===== config.mk =====
export PLATFORM = sky130hd
export DESIGN_NAME = store_align_unit_flat
export DESIGN_NICKNAME = d
export VERILOG_FILES = /design/src/rtl/store_align_if.sv /design/src/rtl/store_align_unit.sv /design/src/flat_wrapper.sv
export SDC_FILE = /design/constraint.sdc
export NUM_CORES = 1
export LEC_CHECK = 0
export ABC_CLOCK_PERIOD_IN_PS = 2250
export CAP_MARGIN = 40
export CELL_PAD_IN_SITES_DETAIL_PLACEMENT = 1
export CELL_PAD_IN_SITES_GLOBAL_PLACEMENT = 1
export CORE_MARGIN = 2
export CORE_UTILIZATION = 36
export CTS_CLUSTER_DIAMETER = 50
export CTS_CLUSTER_SIZE = 8
export DETAILED_ROUTE_END_ITERATION = 8
export PLACE_DENSITY = 0.87
export SLEW_MARGIN = 5
export SYNTH_ARGS = -nofsm -noshare
export SYNTH_HDL_FRONTEND = slang
export SYNTH_SLANG_ARGS = --single-unit

===== constraint.sdc =====
create_clock -name clk -period 2.25 [get_ports clk]
set_clock_uncertainty 0.05 [all_clocks]
set_input_delay 0.675 -clock clk [delete_from_list [all_inputs] [get_ports clk]]
set_output_delay 0.675 -clock clk [all_outputs]
set_load 0.01 [all_outputs]

===== src/rtl/store_align_if.sv =====
// Store request and data-memory write-beat bundle for store_align_unit.
// The slave modport is the alignment unit; the master modport is the core/memory side.
interface store_align_if #(
  parameter int ADDR_W = 32
);
  logic              req_valid;
  logic              req_ready;
  logic [2:0]        funct3M;
  logic [ADDR_W-1:0] addr;
  logic [31:0]       wdata;

  logic              mem_valid;
  logic              mem_ready;
  logic [ADDR_W-1:0] mem_addr;
  logic [31:0]       mem_wdata;
  logic [3:0]        mem_wstrb;

  logic              done;
  logic              fault;

  modport slave (
    input  req_valid, funct3M, addr, wdata, mem_ready,
    output req_ready, mem_valid, mem_addr, mem_wdata, mem_wstrb, done, fault
  );

  modport master (
    output req_valid, funct3M, addr, wdata, mem_ready,
    input  req_ready, mem_valid, mem_addr, mem_wdata, mem_wstrb, done, fault
  );
endinterface


===== src/rtl/store_align_unit.sv =====
// Turns a (funct3M, address, rs2) store into one or two word-aligned write beats
// with lane-shifted data and byte strobes; word-crossing stores split or fault.
module store_align_unit #(
  parameter int ADDR_W           = 32,
  parameter bit SPLIT_MISALIGNED = 1'b1
) (
  input  logic         clk,
  input  logic         rst_n,
  store_align_if.slave bus
);

  typedef enum logic [1:0] {
    IDLE  = 2'd0,
    BEAT0 = 2'd1,
    BEAT1 = 2'd2
  } state_e;

  state_e            state_q, state_d;
  logic              mem_valid_q, mem_valid_d;
  logic [ADDR_W-1:0] mem_addr_q, mem_addr_d;
  logic [31:0]       mem_wdata_q, mem_wdata_d;
  logic [3:0]        mem_wstrb_q, mem_wstrb_d;
  logic [31:0]       hi_wdata_q, hi_wdata_d;
  logic [3:0]        hi_wstrb_q, hi_wstrb_d;
  logic              done_q, done_d;
  logic              fault_q, fault_d;

  logic        size_ok;
  logic [3:0]  size_mask;
  logic [31:0] data_mask;
  logic [1:0]  off;
  logic [7:0]  strb8;
  logic [63:0] data64;
  logic        crosses;
  logic        reject;
  logic        accept;
  logic        beat_hs;

  // Lane placement in a 64-bit window spanning the addressed word and the next one.
  // NOTE: every signal written here gets a default first, so no path can infer a latch.
  always_comb begin
    size_ok   = 1'b1;
    size_mask = 4'h0;
    data_mask = 32'h0000_0000;
    case (bus.funct3M)
      3'b000:  begin size_mask = 4'h1; data_mask = 32'h0000_00FF; end
      3'b001:  begin size_mask = 4'h3; data_mask = 32'h0000_FFFF; end
      3'b010:  begin size_mask = 4'hF; data_mask = 32'hFFFF_FFFF; end
      default: size_ok = 1'b0;
    endcase
    off     = bus.addr[1:0];
    strb8   = {4'b0000, size_mask} << off;
    data64  = {32'h0000_0000, bus.wdata & data_mask} << {off, 3'b000};
    crosses = |strb8[7:4];
    reject  = !size_ok || (crosses && !SPLIT_MISALIGNED);
  end

  assign accept  = bus.req_valid && (state_q == IDLE);
  assign beat_hs = mem_valid_q && bus.mem_ready;

  always_comb begin
    state_d     = state_q;
    mem_valid_d = mem_valid_q;
    mem_addr_d  = mem_addr_q;
    mem_wdata_d = mem_wdata_q;
    mem_wstrb_d = mem_wstrb_q;
    hi_wdata_d  = hi_wdata_q;
    hi_wstrb_d  = hi_wstrb_q;
    done_d      = 1'b0;
    fault_d     = 1'b0;

    case (state_q)
      IDLE: begin
        if (accept) begin
          if (reject) begin
            fault_d = 1'b1;
          end else begin
            state_d     = BEAT0;
            mem_valid_d = 1'b1;
            mem_addr_d  = {bus.addr[ADDR_W-1:2], 2'b00};
            mem_wdata_d = data64[31:0];
            mem_wstrb_d = strb8[3:0];
            hi_wdata_d  = data64[63:32];
            hi_wstrb_d  = strb8[7:4];
          end
        end
      end

      BEAT0: begin
        if (beat_hs) begin
          if (hi_wstrb_q == 4'h0) begin
            state_d     = IDLE;
            mem_valid_d = 1'b0;
            done_d      = 1'b1;
          end else begin
            // Second beat follows with no bubble; the address wraps at the top of memory.
            state_d     = BEAT1;
            mem_addr_d  = mem_addr_q + ADDR_W'(4);
            mem_wdata_d = hi_wdata_q;
            mem_wstrb_d = hi_wstrb_q;
          end
        end
      end

      BEAT1: begin
        if (beat_hs) begin
          state_d     = IDLE;
          mem_valid_d = 1'b0;
          done_d      = 1'b1;
        end
      end

      default: begin
        state_d     = IDLE;
        mem_valid_d = 1'b0;
      end
    endcase
  end

  // NOTE: non-blocking assignments so every flop samples the pre-edge values of the others.
  always_ff @(posedge clk or negedge rst_n) begin
    if (!rst_n) begin
      state_q     <= IDLE;
      mem_valid_q <= 1'b0;
      mem_addr_q  <= '0;
      mem_wdata_q <= 32'h0000_0000;
      mem_wstrb_q <= 4'h0;
      hi_wdata_q  <= 32'h0000_0000;
      hi_wstrb_q  <= 4'h0;
      done_q      <= 1'b0;
      fault_q     <= 1'b0;
    end else begin
      state_q     <= state_d;
      mem_valid_q <= mem_valid_d;
      mem_addr_q  <= mem_addr_d;
      mem_wdata_q <= mem_wdata_d;
      mem_wstrb_q <= mem_wstrb_d;
      hi_wdata_q  <= hi_wdata_d;
      hi_wstrb_q  <= hi_wstrb_d;
      done_q      <= done_d;
      fault_q     <= fault_d;
    end
  end

  assign bus.req_ready = (state_q == IDLE);
  assign bus.mem_valid = mem_valid_q;
  assign bus.mem_addr  = mem_addr_q;
  assign bus.mem_wdata = mem_wdata_q;
  assign bus.mem_wstrb = mem_wstrb_q;
  assign bus.done      = done_q;
  assign bus.fault     = fault_q;

  a_done_fault_excl: assert property (@(posedge clk) disable iff (!rst_n)
    !(done_q && fault_q));

  a_beat_hold: assert property (@(posedge clk) disable iff (!rst_n)
    mem_valid_q && !bus.mem_ready |=>
      mem_valid_q && $stable(mem_addr_q) && $stable(mem_wdata_q) && $stable(mem_wstrb_q));

  a_valid_busy: assert property (@(posedge clk) disable iff (!rst_n)
    mem_valid_q |-> state_q != IDLE);

endmodule


===== src/flat_wrapper.sv =====
// flat-port wrapper written by rule: the top's interface ports become plain ports
module store_align_unit_flat 
#(
  parameter int ADDR_W           = 32,
  parameter bit SPLIT_MISALIGNED = 1'b1
)
  (clk, rst_n, bus_req_valid, bus_funct3M, bus_addr, bus_wdata, bus_mem_ready, bus_req_ready, bus_mem_valid, bus_mem_addr, bus_mem_wdata, bus_mem_wstrb, bus_done, bus_fault);
  store_align_if #(.ADDR_W(ADDR_W)) bus_i ();
  input  logic clk;
  input  logic rst_n;
  input wire logic [$bits(bus_i.req_valid)-1:0] bus_req_valid;
  input wire logic [$bits(bus_i.funct3M)-1:0] bus_funct3M;
  input wire logic [$bits(bus_i.addr)-1:0] bus_addr;
  input wire logic [$bits(bus_i.wdata)-1:0] bus_wdata;
  input wire logic [$bits(bus_i.mem_ready)-1:0] bus_mem_ready;
  output wire logic [$bits(bus_i.req_ready)-1:0] bus_req_ready;
  output wire logic [$bits(bus_i.mem_valid)-1:0] bus_mem_valid;
  output wire logic [$bits(bus_i.mem_addr)-1:0] bus_mem_addr;
  output wire logic [$bits(bus_i.mem_wdata)-1:0] bus_mem_wdata;
  output wire logic [$bits(bus_i.mem_wstrb)-1:0] bus_mem_wstrb;
  output wire logic [$bits(bus_i.done)-1:0] bus_done;
  output wire logic [$bits(bus_i.fault)-1:0] bus_fault;
  assign bus_i.req_valid = bus_req_valid;
  assign bus_i.funct3M = bus_funct3M;
  assign bus_i.addr = bus_addr;
  assign bus_i.wdata = bus_wdata;
  assign bus_i.mem_ready = bus_mem_ready;
  assign bus_req_ready = bus_i.req_ready;
  assign bus_mem_valid = bus_i.mem_valid;
  assign bus_mem_addr = bus_i.mem_addr;
  assign bus_mem_wdata = bus_i.mem_wdata;
  assign bus_mem_wstrb = bus_i.mem_wstrb;
  assign bus_done = bus_i.done;
  assign bus_fault = bus_i.fault;
  store_align_unit #(.ADDR_W(ADDR_W), .SPLIT_MISALIGNED(SPLIT_MISALIGNED)) u_core (.clk(clk), .rst_n(rst_n), .bus(bus_i));
endmodule

==> results.json, run 1 <==
{
  "run_status": "finished, final reports clean",
  "worst-path-stages": 7,
  "grt_pass1_vias": 6380,
  "vdd.ir_drop.worst_uv": 569.2,
  "end_kind": "flop",
  "antenna_cells_inserted": 0,
  "critPathKind": "primary input to flop",
  "routed_via_density": 6.129,
  "top_area_cell_type_share_of_the_netlist_area_pct": 45.07,
  "synth.top_cells.by_area": "sky130_fd_sc_hd__dfrtp_1 (45%), sky130_fd_sc_hd__nand2_1 (6.8%), sky130_fd_sc_hd__o21ai_0 (5.3%)",
  "timing.final.hold_violations": 0,
  "finalWeightedCongestion": 0.8934,
  "post-synth-top-area-cell": "sky130_fd_sc_hd__dfrtp_1",
  "gr-usage-all-layers_pct": 26.96,
  "worstPathBufferInverterCount": 4,
  "crit_family": "buffers and inverters",
  "timing.final.max_slew_violations": 0,
  "dominant_combinational_cell_family_by_area_after_synthesis": "compound AO/OA/AOI/OAI gates",
  "synth_xor_xnor_area_share_pct": 0.1610,
  "cts_sinks": 98,
  "cp.arrival_ns": 2.40,
  "dieArea_mm2": 0.01612,
  "place.detailed.instances": 971,
  "cp_slowest_stage_delay_ns": 0.50,
  "most_used_flip_flop_cell_after_synthesis": "sky130_fd_sc_hd__dfrtp_1",
  "syn_to_final_growth_pct": 45.04,
  "dr.first_iter.drc_count": 577,
  "yosysUniqueCellTypes": 65,
  "hold_class": "primary input to asynchronous set/reset pin",
  "synth.ff_latch_count": 98,
  "cts_buffers": 9,
  "die-width_um": 126.9,
  "wl_um": 21760,
  "synth-compound-area-share_pct": 22.88,
  "cts_hold_buf": 0,
  "worst-r2r-cell-count": 8,
  "slowest_cell_on_the_critical_path": "sky130_fd_sc_hd__clkdlybuf4s50_1",
  "cts_tree": "built",
  "clk_latency_ns": 0.36,
  "synthSimpleGateAreaFrac_pct": 22.21,
  "drc": 0,
  "grt_first_pass_wirelength_um": 34390,
  "placement_rows": 44,
  "numPortBuffers": 140,
  "synth.yosys.seq_area_share_pct": 45.07,
  "final_min_period_over_clock_period_pct": 97.85,
  "postSynthAreaPerCell_um2": 8.777,
  "drt_first_pass_iters": 5,
  "routed_wire_length_per_instance_um": 22.00,
  "dr_total_vias": 6062,
  "critical_path_peak_fanout": 19,
  "final_cells": 989,
  "timing.final.setup_violations": 0,
  "synth_enable_flop_cells": 0,
  "cap_violations": 0,
  "coreArea_mm2": 0.01464,
  "mappedNetlistArea_mm2": 0.005441,
  "clock_tree.buffer_depth": 2,
  "pin_count": 143,
  "detailedPlacementHpwl_um": 15850,
  "synth.area.mux_share_pct": 4.484,
  "timing.max_slew.rel_slack_pct": 65.19,
  "die-height_um": 126.9,
  "setup.worst_path.start_class": "primary input",
  "cts_root_buf": "sky130_fd_sc_hd__clkbuf_16",
  "layout.cells.most_common_list": "sky130_fd_sc_hd__clkdlybuf4s50_1 (138), sky130_fd_sc_hd__nand2_1 (97), sky130_fd_sc_hd__dfrtp_1 (95), sky130_fd_sc_hd__buf_4 (66)",
  "design.final.nets": 875,
  "grt.overflow.total": 0,
  "finish.utilization_pct": 53.90,
  "yosys.area_share.adder_pct": 0.9198,
  "h_tree_level_count": 3,
  "path_cells": "clkdlybuf4s50_1, buf_4, buf_4, mux2i_1, buf_4, nand2_1, a32o_1",
  "post_route_cells_drive_above_1_share_pct": 15.28,
  "achievable-frequency_mhz": 454.2,
  "cell_repeated_most_along_the_worst_path": "sky130_fd_sc_hd__buf_4",
  "grt_start_max_net_pins": 43,
  "layout_commonest_cell": "sky130_fd_sc_hd__clkdlybuf4s50_1",
  "yosys_warnings": 0,
  "postSynthCellCount": 620,
  "power.static_leakage_nw": 3.284,
  "antenna_found_initial": 0,
  "worst_setup_hold_path_clk_slew_ns": 0.07,
  "slew_at_the_pin_closest_to_its_max_slew_limit_ns": 0.5173,
  "initial_core_util_pct": 37.16,
  "power_per_cell_area_mw_per_mm2": 1200,
  "proportion_of_synthesized_flip_flops_having_asynchronous_set_or_reset_pct": 100.0,
  "drt.antenna.violating_nets": 0,
  "period_minus_slack_ns": 2.202,
  "critical_path_required_ns": 2.45
}
==> worst register-to-register path: cells and delay by family (launching register included) <==
family          cells  cell delay, ns
simple gates        2            0.62
fa+ha+maj           1            0.25
compound gates      3            0.42
buf+inv             2            0.40
flops               1            0.36
==> registers in the layout, indices dropped and copies added (netlist names) <==
register              cells
u_core.bus.mem_valid      1
u_core.state_q            2
u_core.bus.mem_wdata     32
u_core.bus.done           1
u_core.bus.mem_addr      30
u_core.hi_wstrb_q         3
u_core.bus.fault          1
u_core.hi_wdata_q        24
u_core.bus.mem_wstrb      4
==> worst paths after layout <==
kind                                                 startpoint                              endpoint  slack (ns)
min in group clk           u_core.bus.mem_wdata[14]$_DFFE_PN0P_  u_core.bus.mem_wdata[14]$_DFFE_PN0P_        0.45
max                                                 bus_addr[0]  u_core.bus.mem_wdata[27]$_DFFE_PN0P_        0.05
min                                                       rst_n   u_core.bus.mem_addr[30]$_DFFE_PN0P_        0.24
max reg2reg                  u_core.bus.mem_addr[3]$_DFFE_PN0P_   u_core.bus.mem_addr[24]$_DFFE_PN0P_        0.06
max in group asynchronous                                 rst_n      u_core.hi_wstrb_q[2]$_DFFE_PN0P_        1.32
min reg2reg                u_core.bus.mem_wdata[14]$_DFFE_PN0P_  u_core.bus.mem_wdata[14]$_DFFE_PN0P_        0.45
==> area by class of cell <==
type                            instances  area [um^2]
Multi-Input combinational cell        466         2815
Timing Repair Buffer                  215         2051
Fill cell                            1671         6751
Sequential cell                        98         2456
Clock inverter                          5        60.06
Tap cell                              184        230.2
Clock buffer                           11        242.7
Inverter                               10        37.54
==> synthesized netlist by cell type, types with 3 or more instances <==
cell type and number:
sky130_fd_sc_hd__dfrtp_1 98, sky130_fd_sc_hd__nand2_1 98, sky130_fd_sc_hd__o21ai_0 58, sky130_fd_sc_hd__nor2_1 57, sky130_fd_sc_hd__nand3_1 34, sky130_fd_sc_hd__clkbuf_1 31
sky130_fd_sc_hd__a22oi_1 27, sky130_fd_sc_hd__a21oi_1 19, sky130_fd_sc_hd__nand4_1 17, sky130_fd_sc_hd__mux2i_1 12, sky130_fd_sc_hd__mux2_2 11, sky130_fd_sc_hd__a22o_1 10
sky130_fd_sc_hd__a32oi_1 10, sky130_fd_sc_hd__a221oi_1 9, sky130_fd_sc_hd__inv_1 9, sky130_fd_sc_hd__a32o_1 8, sky130_fd_sc_hd__buf_1 8, sky130_fd_sc_hd__nor3_1 8
sky130_fd_sc_hd__nor4_1 7, sky130_fd_sc_hd__and3_1 6, sky130_fd_sc_hd__buf_2 5, sky130_fd_sc_hd__o32ai_1 5, sky130_fd_sc_hd__ha_1 4, sky130_fd_sc_hd__nand2b_1 4
sky130_fd_sc_hd__o22ai_1 4, sky130_fd_sc_hd__a21o_1 3, sky130_fd_sc_hd__and2_1 3, sky130_fd_sc_hd__and4_1 3, sky130_fd_sc_hd__nand4b_1 3, sky130_fd_sc_hd__o211ai_1 3
sky130_fd_sc_hd__or4_1 3
==> repair_timing <==
| action | 4_1_cts | 5_1_grt |
|---|---|---|
| setup endpoints to repair | 2 | 24 |
| pin swaps | 0 | 2 |
| setup buffers | 0 | 2 |
| gates resized for setup | 2 | 17 |
==> power by group <==
group / total [W] / internal [W] / switching [W]
clock: 0.00164 / 0.000901 / 0.000737
sequential: 0.00310 / 0.00241 / 0.000689
combinational: 0.00473 / 0.00228 / 0.00245
==> cells by family (layout without fill, tap and decap cells) <==
| family | after synthesis | after routing |
|---|---|---|
| flops | 98 | 98 |
| xor+xnor | 1 | 1 |
| compound gates | 180 | 180 |
| buf+inv | 57 | 241 |
| other cells | 1 | 2 |
| fa+ha+maj | 4 | 4 |
| simple gates | 256 | 256 |
| mux | 23 | 23 |
==> routing by layer <==
metal / up-vias / part of all wire, % / track usage (%)
met5: - / 0 / 0
met4: 0 / 2.6 / 8.597
met3: 51 / 7.3 / 5.736
met2: 300 / 49 / 46.30
met1: 3038 / 41 / 34.00
li1: 2673 / - / -
==> through the flow <==
step / hold WS (ns) / TNS, ns / total power (W) / instance area, um^2 / worst slack (ns)
2_1_floorplan: 0.3294 / 0 / 0.005158 / 5445 / 0.03722
3_3_place_gp: 0.4120 / -12.57 / 0.007453 / 7511 / -0.2695
3_5_place_dp: 0.4262 / -18.81 / 0.007710 / 7511 / -0.3674
4_1_cts: 0.2490 / 0 / 0.009383 / 7819 / 0.01978
5_1_grt: 0.2644 / -0.001951 / 0.009993 / 7893 / -0.001951
6_report: 0.2355 / 0 / 0.009474 / 7893 / 0.04847
(Power assumes the default switching activity.)
==> inputs of run 2 (changes only) <==
--- a/config.mk
+++ b/config.mk
@@ -14,6 +14,7 @@
 export CTS_CLUSTER_DIAMETER = 50
 export CTS_CLUSTER_SIZE = 8
 export DETAILED_ROUTE_END_ITERATION = 8
+export GPL_TIMING_DRIVEN = 0
 export PLACE_DENSITY = 0.87
 export SLEW_MARGIN = 5
 export SYNTH_ARGS = -nofsm -noshare
==> run 2 against run 1 <==
- routed wire length increased by 9.4%
- global-route usage grew 2.5 points
- sequential cell count unchanged
- via count increased by 1.9%
- sequential power up 2%
- fmax shrank 0.69%
- register-to-register slack barely moved
- cell area fell by 0.29%
- power is 4.2% higher
- worst setup slack worse by 0.015 ns
- count of clock-buffer cells in the layout is 1 lower
- critical endpoint is now bus_mem_addr[13]
- largest cell class unchanged
- largest power group unchanged
- highest routed layer unchanged
==> results.json, run 2 (synthesized netlist as in run 1, its figures left out) <==
{
  "initial_core_util_pct": 37.16,
  "vdd.ir_drop.worst_uv": 527.4,
  "drt_first_pass_iters": 5,
  "timing.final.hold_violations": 0,
  "period_minus_slack_ns": 2.217,
  "drt.antenna.violating_nets": 0,
  "flip_flop_count_of_the_largest_register_after_layout": 32,
  "dr_total_vias": 6177,
  "setup.worst_path.start_class": "flop",
  "critPathKind": "flop to output pin",
  "cts_tree": "built",
  "end_kind": "output pin",
  "achievable-frequency_mhz": 451.1,
  "cap_violations": 0,
  "routed_via_density": 6.355,
  "path_cells": "clkdlybuf4s50_1",
  "dp_slack_ns": -1.279,
  "antenna_found_initial": 0,
  "final_min_period_over_clock_period_pct": 98.53,
  "crit_family": "buffers and inverters",
  "slew_at_the_pin_closest_to_its_max_slew_limit_ns": 0.8149,
  "slowest_cell_on_the_critical_path": "sky130_fd_sc_hd__clkdlybuf4s50_1",
  "final_critical_path_setup_slack_ns": 0.03307,
  "run_status": "finished, final reports clean",
  "grt_pass1_vias": 6412,
  "clock_tree.buffer_depth": 2,
  "cts_root_buf": "sky130_fd_sc_hd__clkbuf_16",
  "coreArea_mm2": 0.01464,
  "post_route_cells_drive_above_1_share_pct": 15.74,
  "power_per_cell_area_mw_per_mm2": 1254,
  "finish.utilization_pct": 53.74,
  "clk_latency_ns": 0.37,
  "die-height_um": 126.9,
  "critical_path_peak_fanout": 9,
  "antenna_cells_inserted": 0,
  "design.final.nets": 858,
  "dr.first_iter.drc_count": 635,
  "ff_latch_area_mm2": 0.002456,
  "gr-usage-all-layers_pct": 29.51,
  "placement_rows": 44,
  "finalWeightedCongestion": 0.9453,
  "syn_to_final_growth_pct": 44.63,
  "routed_wire_length_per_instance_um": 24.50,
  "timing.final.max_slew_violations": 0,
  "cts_buffers": 9,
  "layout.cells.most_common_list": "sky130_fd_sc_hd__clkdlybuf4s50_1 (132), sky130_fd_sc_hd__nand2_1 (97), sky130_fd_sc_hd__dfrtp_1 (95), sky130_fd_sc_hd__o21ai_0 (57), sky130_fd_sc_hd__nor2_1 (51)",
  "numPortBuffers": 139,
  "timing.max_slew.rel_slack_pct": 45.67,
  "power.static_leakage_nw": 3.185,
  "cp_slowest_stage_delay_ns": 0.60,
  "critical_path_required_ns": 1.52,
  "r2r_setup_slack_ns": 0.05,
  "layout_commonest_cell": "sky130_fd_sc_hd__clkdlybuf4s50_1",
  "detailedPlacementHpwl_um": 16610,
  "cp.arrival_ns": 1.49,
  "grt_first_pass_wirelength_um": 36740,
  "worst_setup_hold_path_clk_slew_ns": 0.07,
  "worstPathBufferInverterCount": 1,
  "pin_count": 143,
  "drc": 0,
  "grt.overflow.total": 0,
  "area_of_the_multi_input_gates_mm2": 0.003043,
  "h_tree_level_count": 3,
  "grt_start_max_net_pins": 57,
  "cts_sinks": 98,
  "hold_class": "primary input to asynchronous set/reset pin",
  "wl_um": 23810,
  "timing.final.setup_violations": 0,
  "final.fill_count": 1688,
  "die-width_um": 126.9,
  "dieArea_mm2": 0.01612
}
==> run 2: layer usage <==
layer	vias to the layer above	share of wire, %	wire (um)	global-route usage [%]
met3	80	7.8	1858	5.567
met5	-	0	0	0
met4	0	3.6	859	13.19
met1	3063	40	9631	38.11
li1	2653	-	-	-
met2	381	48	11460	48.36
==> run 2: final cells by class <==
type	count	share of cell area [%]
well taps	184	2.925
plain buffers	43	3.116
repair buffers	154	19.48
multi-input cells	467	38.66
inverters	10	0.5405
flip-flops and latches	98	31.21
clock inverters	6	1.161
clock buffers	10	2.909
==> run 2: path summary, 6_finish.rpt <==
path,startpoint,end,cells after the start
worst min-delay path,rst_n,u_core.bus.mem_addr[26]$_DFFE_PN0P_,1
worst min register to register,u_core.bus.mem_wdata[11]$_DFFE_PN0P_,u_core.bus.mem_wdata[11]$_DFFE_PN0P_,2
max in group asynchronous,rst_n,u_core.bus.mem_addr[2]$_DFFE_PN0P_,2
min in group clk,u_core.bus.mem_wdata[11]$_DFFE_PN0P_,u_core.bus.mem_wdata[11]$_DFFE_PN0P_,2
worst max register to register,u_core.bus.mem_addr[10]$_DFFE_PN0P_,u_core.bus.mem_addr[31]$_DFFE_PN0P_,5
worst max-delay path,u_core.bus.mem_addr[13]$_DFFE_PN0P_,bus_mem_addr[13],1
==> run 2: power breakdown <==
part           switching (W)  leakage [nW]  internal (W)  total, W
sequential          0.000749          1.25       0.00241   0.00316
combinational        0.00274          1.79       0.00223   0.00497
clock               0.000762         0.145      0.000978   0.00174
==> run 2: what timing repair did <==
action | 4_1_cts | 5_1_grt
resized for setup | 75 | 36
buffers inserted | 6 | 7
hold buffers | 0 | 0
cloned | 0 | 1
pin swaps | 4 | 2
endpoints found under the setup margin | 98 | 76
endpoints found under the hold margin | 0 | 0
==> run 2: stage by stage <==
stage | setup TNS [ns] | power (W) | cell area, um^2 | hold slack [ns] | instances
final | 0 | 0.009871 | 7870 | 0.3521 | 972
after global routing | -0.04776 | 0.01036 | 7870 | 0.4020 | 972
after floorplan | 0 | 0.005158 | 5445 | 0.3294 | 621
after CTS | -0.005624 | 0.009586 | 7710 | 0.3767 | 965
after global placement | -411.00 | 0.007332 | 7067 | 0.4102 | 944
after detailed placement | -92.03 | 0.007529 | 7108 | 0.4201 | 946
==> inputs of run 3 (changes only) <==
--- a/config.mk
+++ b/config.mk
@@ -5,7 +5,7 @@
 export SDC_FILE = /design/constraint.sdc
 export NUM_CORES = 1
 export LEC_CHECK = 0
-export ABC_CLOCK_PERIOD_IN_PS = 2250
+export ABC_CLOCK_PERIOD_IN_PS = 2300
 export CAP_MARGIN = 40
 export CELL_PAD_IN_SITES_DETAIL_PLACEMENT = 1
 export CELL_PAD_IN_SITES_GLOBAL_PLACEMENT = 1
@@ -16,7 +16,7 @@
 export DETAILED_ROUTE_END_ITERATION = 8
 export GPL_TIMING_DRIVEN = 0
 export PLACE_DENSITY = 0.87
-export SLEW_MARGIN = 5
+export RECOVER_POWER = 50
 export SYNTH_ARGS = -nofsm -noshare
 export SYNTH_HDL_FRONTEND = slang
 export SYNTH_SLANG_ARGS = --single-unit
==> constraint.sdc (replaced) <==
create_clock -name clk -period 2.3 [get_ports clk]
set_clock_uncertainty 0.05 [all_clocks]
set_input_delay 0.69 -clock clk [delete_from_list [all_inputs] [get_ports clk]]
set_output_delay 0.69 -clock clk [all_outputs]
set_load 0.01 [all_outputs]
==> run 3 against run 2 <==
- first-iteration DRC count down 3.6%
- critical path depth unchanged
- power down 5.7%
- clock power down 9.8%
- utilization down 0.84 points
- largest power group unchanged
- the run now ends with max-capacitance violations, max-slew violations left
- non-clock buffer count down 4
- sequential cell count unchanged
- critical path type unchanged
- count of clock-buffer cells in the layout unchanged
- routed wire length down 4.3%
==> results.json, run 3 (synthesized netlist as in run 1, its figures left out) <==
{
  "worst_setup_hold_path_clk_slew_ns": 0.08,
  "timing.final.setup_violations": 0,
  "cts_sinks": 98,
  "failed_checks": "max-capacitance violations, max-slew violations",
  "timing.max_slew.rel_slack_pct": -4.828,
  "cap_violations": 1,
  "run_status": "complete, but fails checks",
  "antenna_found_initial": 0,
  "critPathKind": "flop to output pin",
  "critical_path_required_ns": 1.56,
  "finalHoldWorstSlack_ns": 0.4234,
  "drt_first_pass_iters": 5,
  "routed_via_density": 6.250,
  "grt_start_max_net_pins": 57,
  "cp_slowest_stage_delay_ns": 0.60,
  "clk_latency_ns": 0.36,
  "critical_path_peak_fanout": 9,
  "finalWeightedCongestion": 0.9453,
  "drc": 0,
  "grt.overflow.total": 0,
  "cts_hold_buf": 0,
  "die-height_um": 126.9,
  "wl_um": 22790,
  "syn_to_final_growth_pct": 42.38,
  "pin_count": 143,
  "hold_class": "flop to flop",
  "slew_at_the_pin_closest_to_its_max_slew_limit_ns": 1.572,
  "grt_pass1_vias": 6344,
  "initial_core_util_pct": 37.16,
  "cts_buffers": 9,
  "path_cells": "clkdlybuf4s50_1",
  "routed_wire_length_per_instance_um": 23.56,
  "cp.arrival_ns": 1.49,
  "numPortBuffers": 139,
  "dieArea_mm2": 0.01612,
  "dr.first_iter.drc_count": 612,
  "unrepaired_setup_endpoints_after_global_routing": "no",
  "period_minus_slack_ns": 2.233,
  "gr-usage-all-layers_pct": 28.79,
  "achievable-frequency_mhz": 447.8,
  "timing.final.max_slew_violations": 56,
  "dr_total_vias": 6044,
  "place.detailed.instances": 947,
  "coreArea_mm2": 0.01464,
  "grt_first_pass_wirelength_um": 35940,
  "cts_root_buf": "sky130_fd_sc_hd__clkbuf_16",
  "detailedPlacementHpwl_um": 16710,
  "power.static_leakage_nw": 3.188,
  "end_kind": "output pin",
  "design.final.nets": 853,
  "clock_tree.buffer_depth": 2,
  "timing.final.hold_violations": 0,
  "final.fill_count": 1704,
  "setup.worst_path.start_class": "flop",
  "layout_commonest_cell": "sky130_fd_sc_hd__clkdlybuf4s50_1",
  "placement_rows": 44,
  "slowest_cell_on_the_critical_path": "sky130_fd_sc_hd__clkdlybuf4s50_1",
  "crit_family": "buffers and inverters",
  "vdd.ir_drop.worst_uv": 407.8,
  "h_tree_level_count": 3,
  "worstPathBufferInverterCount": 1,
  "die-width_um": 126.9,
  "layout.cells.most_common_list": "sky130_fd_sc_hd__clkdlybuf4s50_1 (113), sky130_fd_sc_hd__nand2_1 (97), sky130_fd_sc_hd__dfrtp_1 (95), sky130_fd_sc_hd__o21ai_0 (56), sky130_fd_sc_hd__nor2_1 (51)",
  "power_per_cell_area_mw_per_mm2": 1201,
  "flip_flop_count_of_the_largest_register_after_layout": 32,
  "final_min_period_over_clock_period_pct": 97.10,
  "antenna_cells_inserted": 0,
  "final_cells": 967,
  "post_route_cells_drive_above_1_share_pct": 13.92,
  "cts_tree": "built",
  "drt.antenna.violating_nets": 0
}
run 3: cell types whose count changed in the layout (fill, tap and decap cells not counted), moves of 2 or more:
cell,change
sky130_fd_sc_hd__clkbuf_4,+2
sky130_fd_sc_hd__nor2_2,+2
sky130_fd_sc_hd__dlygate4sd3_1,+19
sky130_fd_sc_hd__clkdlybuf4s50_1,-19
sky130_fd_sc_hd__clkbuf_1,+5
sky130_fd_sc_hd__a221oi_2,-2
sky130_fd_sc_hd__buf_4,-5
sky130_fd_sc_hd__nor2_4,-2
sky130_fd_sc_hd__clkbuf_2,-4
sky130_fd_sc_hd__a221oi_1,+2
run 3: stage by stage:
stage               setup slack, ns  total power (W)  area (um^2)  util (%)  setup TNS, ns
CTS                        0.002289         0.009226         7670     52.38              0
detailed placement           -1.234         0.007364         7107     48.53         -89.06
global placement             -3.294         0.007172         7067     48.26        -404.17
floorplan                   0.07222         0.005046         5445         -              0
global route              0.0002607         0.009836         7747     52.91              0
finish                      0.06671         0.009305         7747     52.91              0
run 3: final cells by class:
cell class / count / area, um^2 / share of cell area, %
multi-input cells: 466 / 2995 / 38.66
well taps: 184 / 230.2 / 2.972
inverters: 10 / 42.54 / 0.5491
clock buffers: 10 / 229.0 / 2.955
flip-flops and latches: 98 / 2456 / 31.70
repair buffers: 149 / 1481 / 19.12
plain buffers: 44 / 245.2 / 3.165
clock inverters: 6 / 67.56 / 0.8721
run 3: final timing paths:
check	slack, ns	startpoint	cells past startpoint	endpoint
worst max-delay path	0.07	u_core.bus.mem_addr[17]$_DFFE_PN0P_	1	bus_mem_addr[17]
worst min-delay path	0.42	u_core.bus.mem_wdata[11]$_DFFE_PN0P_	2	u_core.bus.mem_wdata[11]$_DFFE_PN0P_
worst max register to register	0.11	u_core.state_q[0]$_DFFE_PN0P_	7	u_core.bus.mem_addr[12]$_DFFE_PN0P_
worst min register to register	0.42	u_core.bus.mem_wdata[11]$_DFFE_PN0P_	2	u_core.bus.mem_wdata[11]$_DFFE_PN0P_
max in group asynchronous	0.49	rst_n	1	u_core.bus.mem_addr[7]$_DFFE_PN0P_
min in group asynchronous	0.68	rst_n	1	u_core.bus.mem_addr[21]$_DFFE_PN0P_
run 3: power by group:
group          internal (W)  switching [W]  total [W]
registers           0.00236       0.000701    0.00306
logic               0.00209        0.00259    0.00467
clock network      0.000847       0.000724    0.00157
run 3: routing by layer:
metal	GRT usage (%)	wire [um]
met3	5.314	1758
met4	10.08	589
met5	0	0
met1	37.92	9514
met2	47.75	10920
run 3: what timing repair did:
action,CTS,global route
gates resized for setup,72,36
setup buffers,5,2
pin swaps,3,2
setup endpoints to repair,98,91
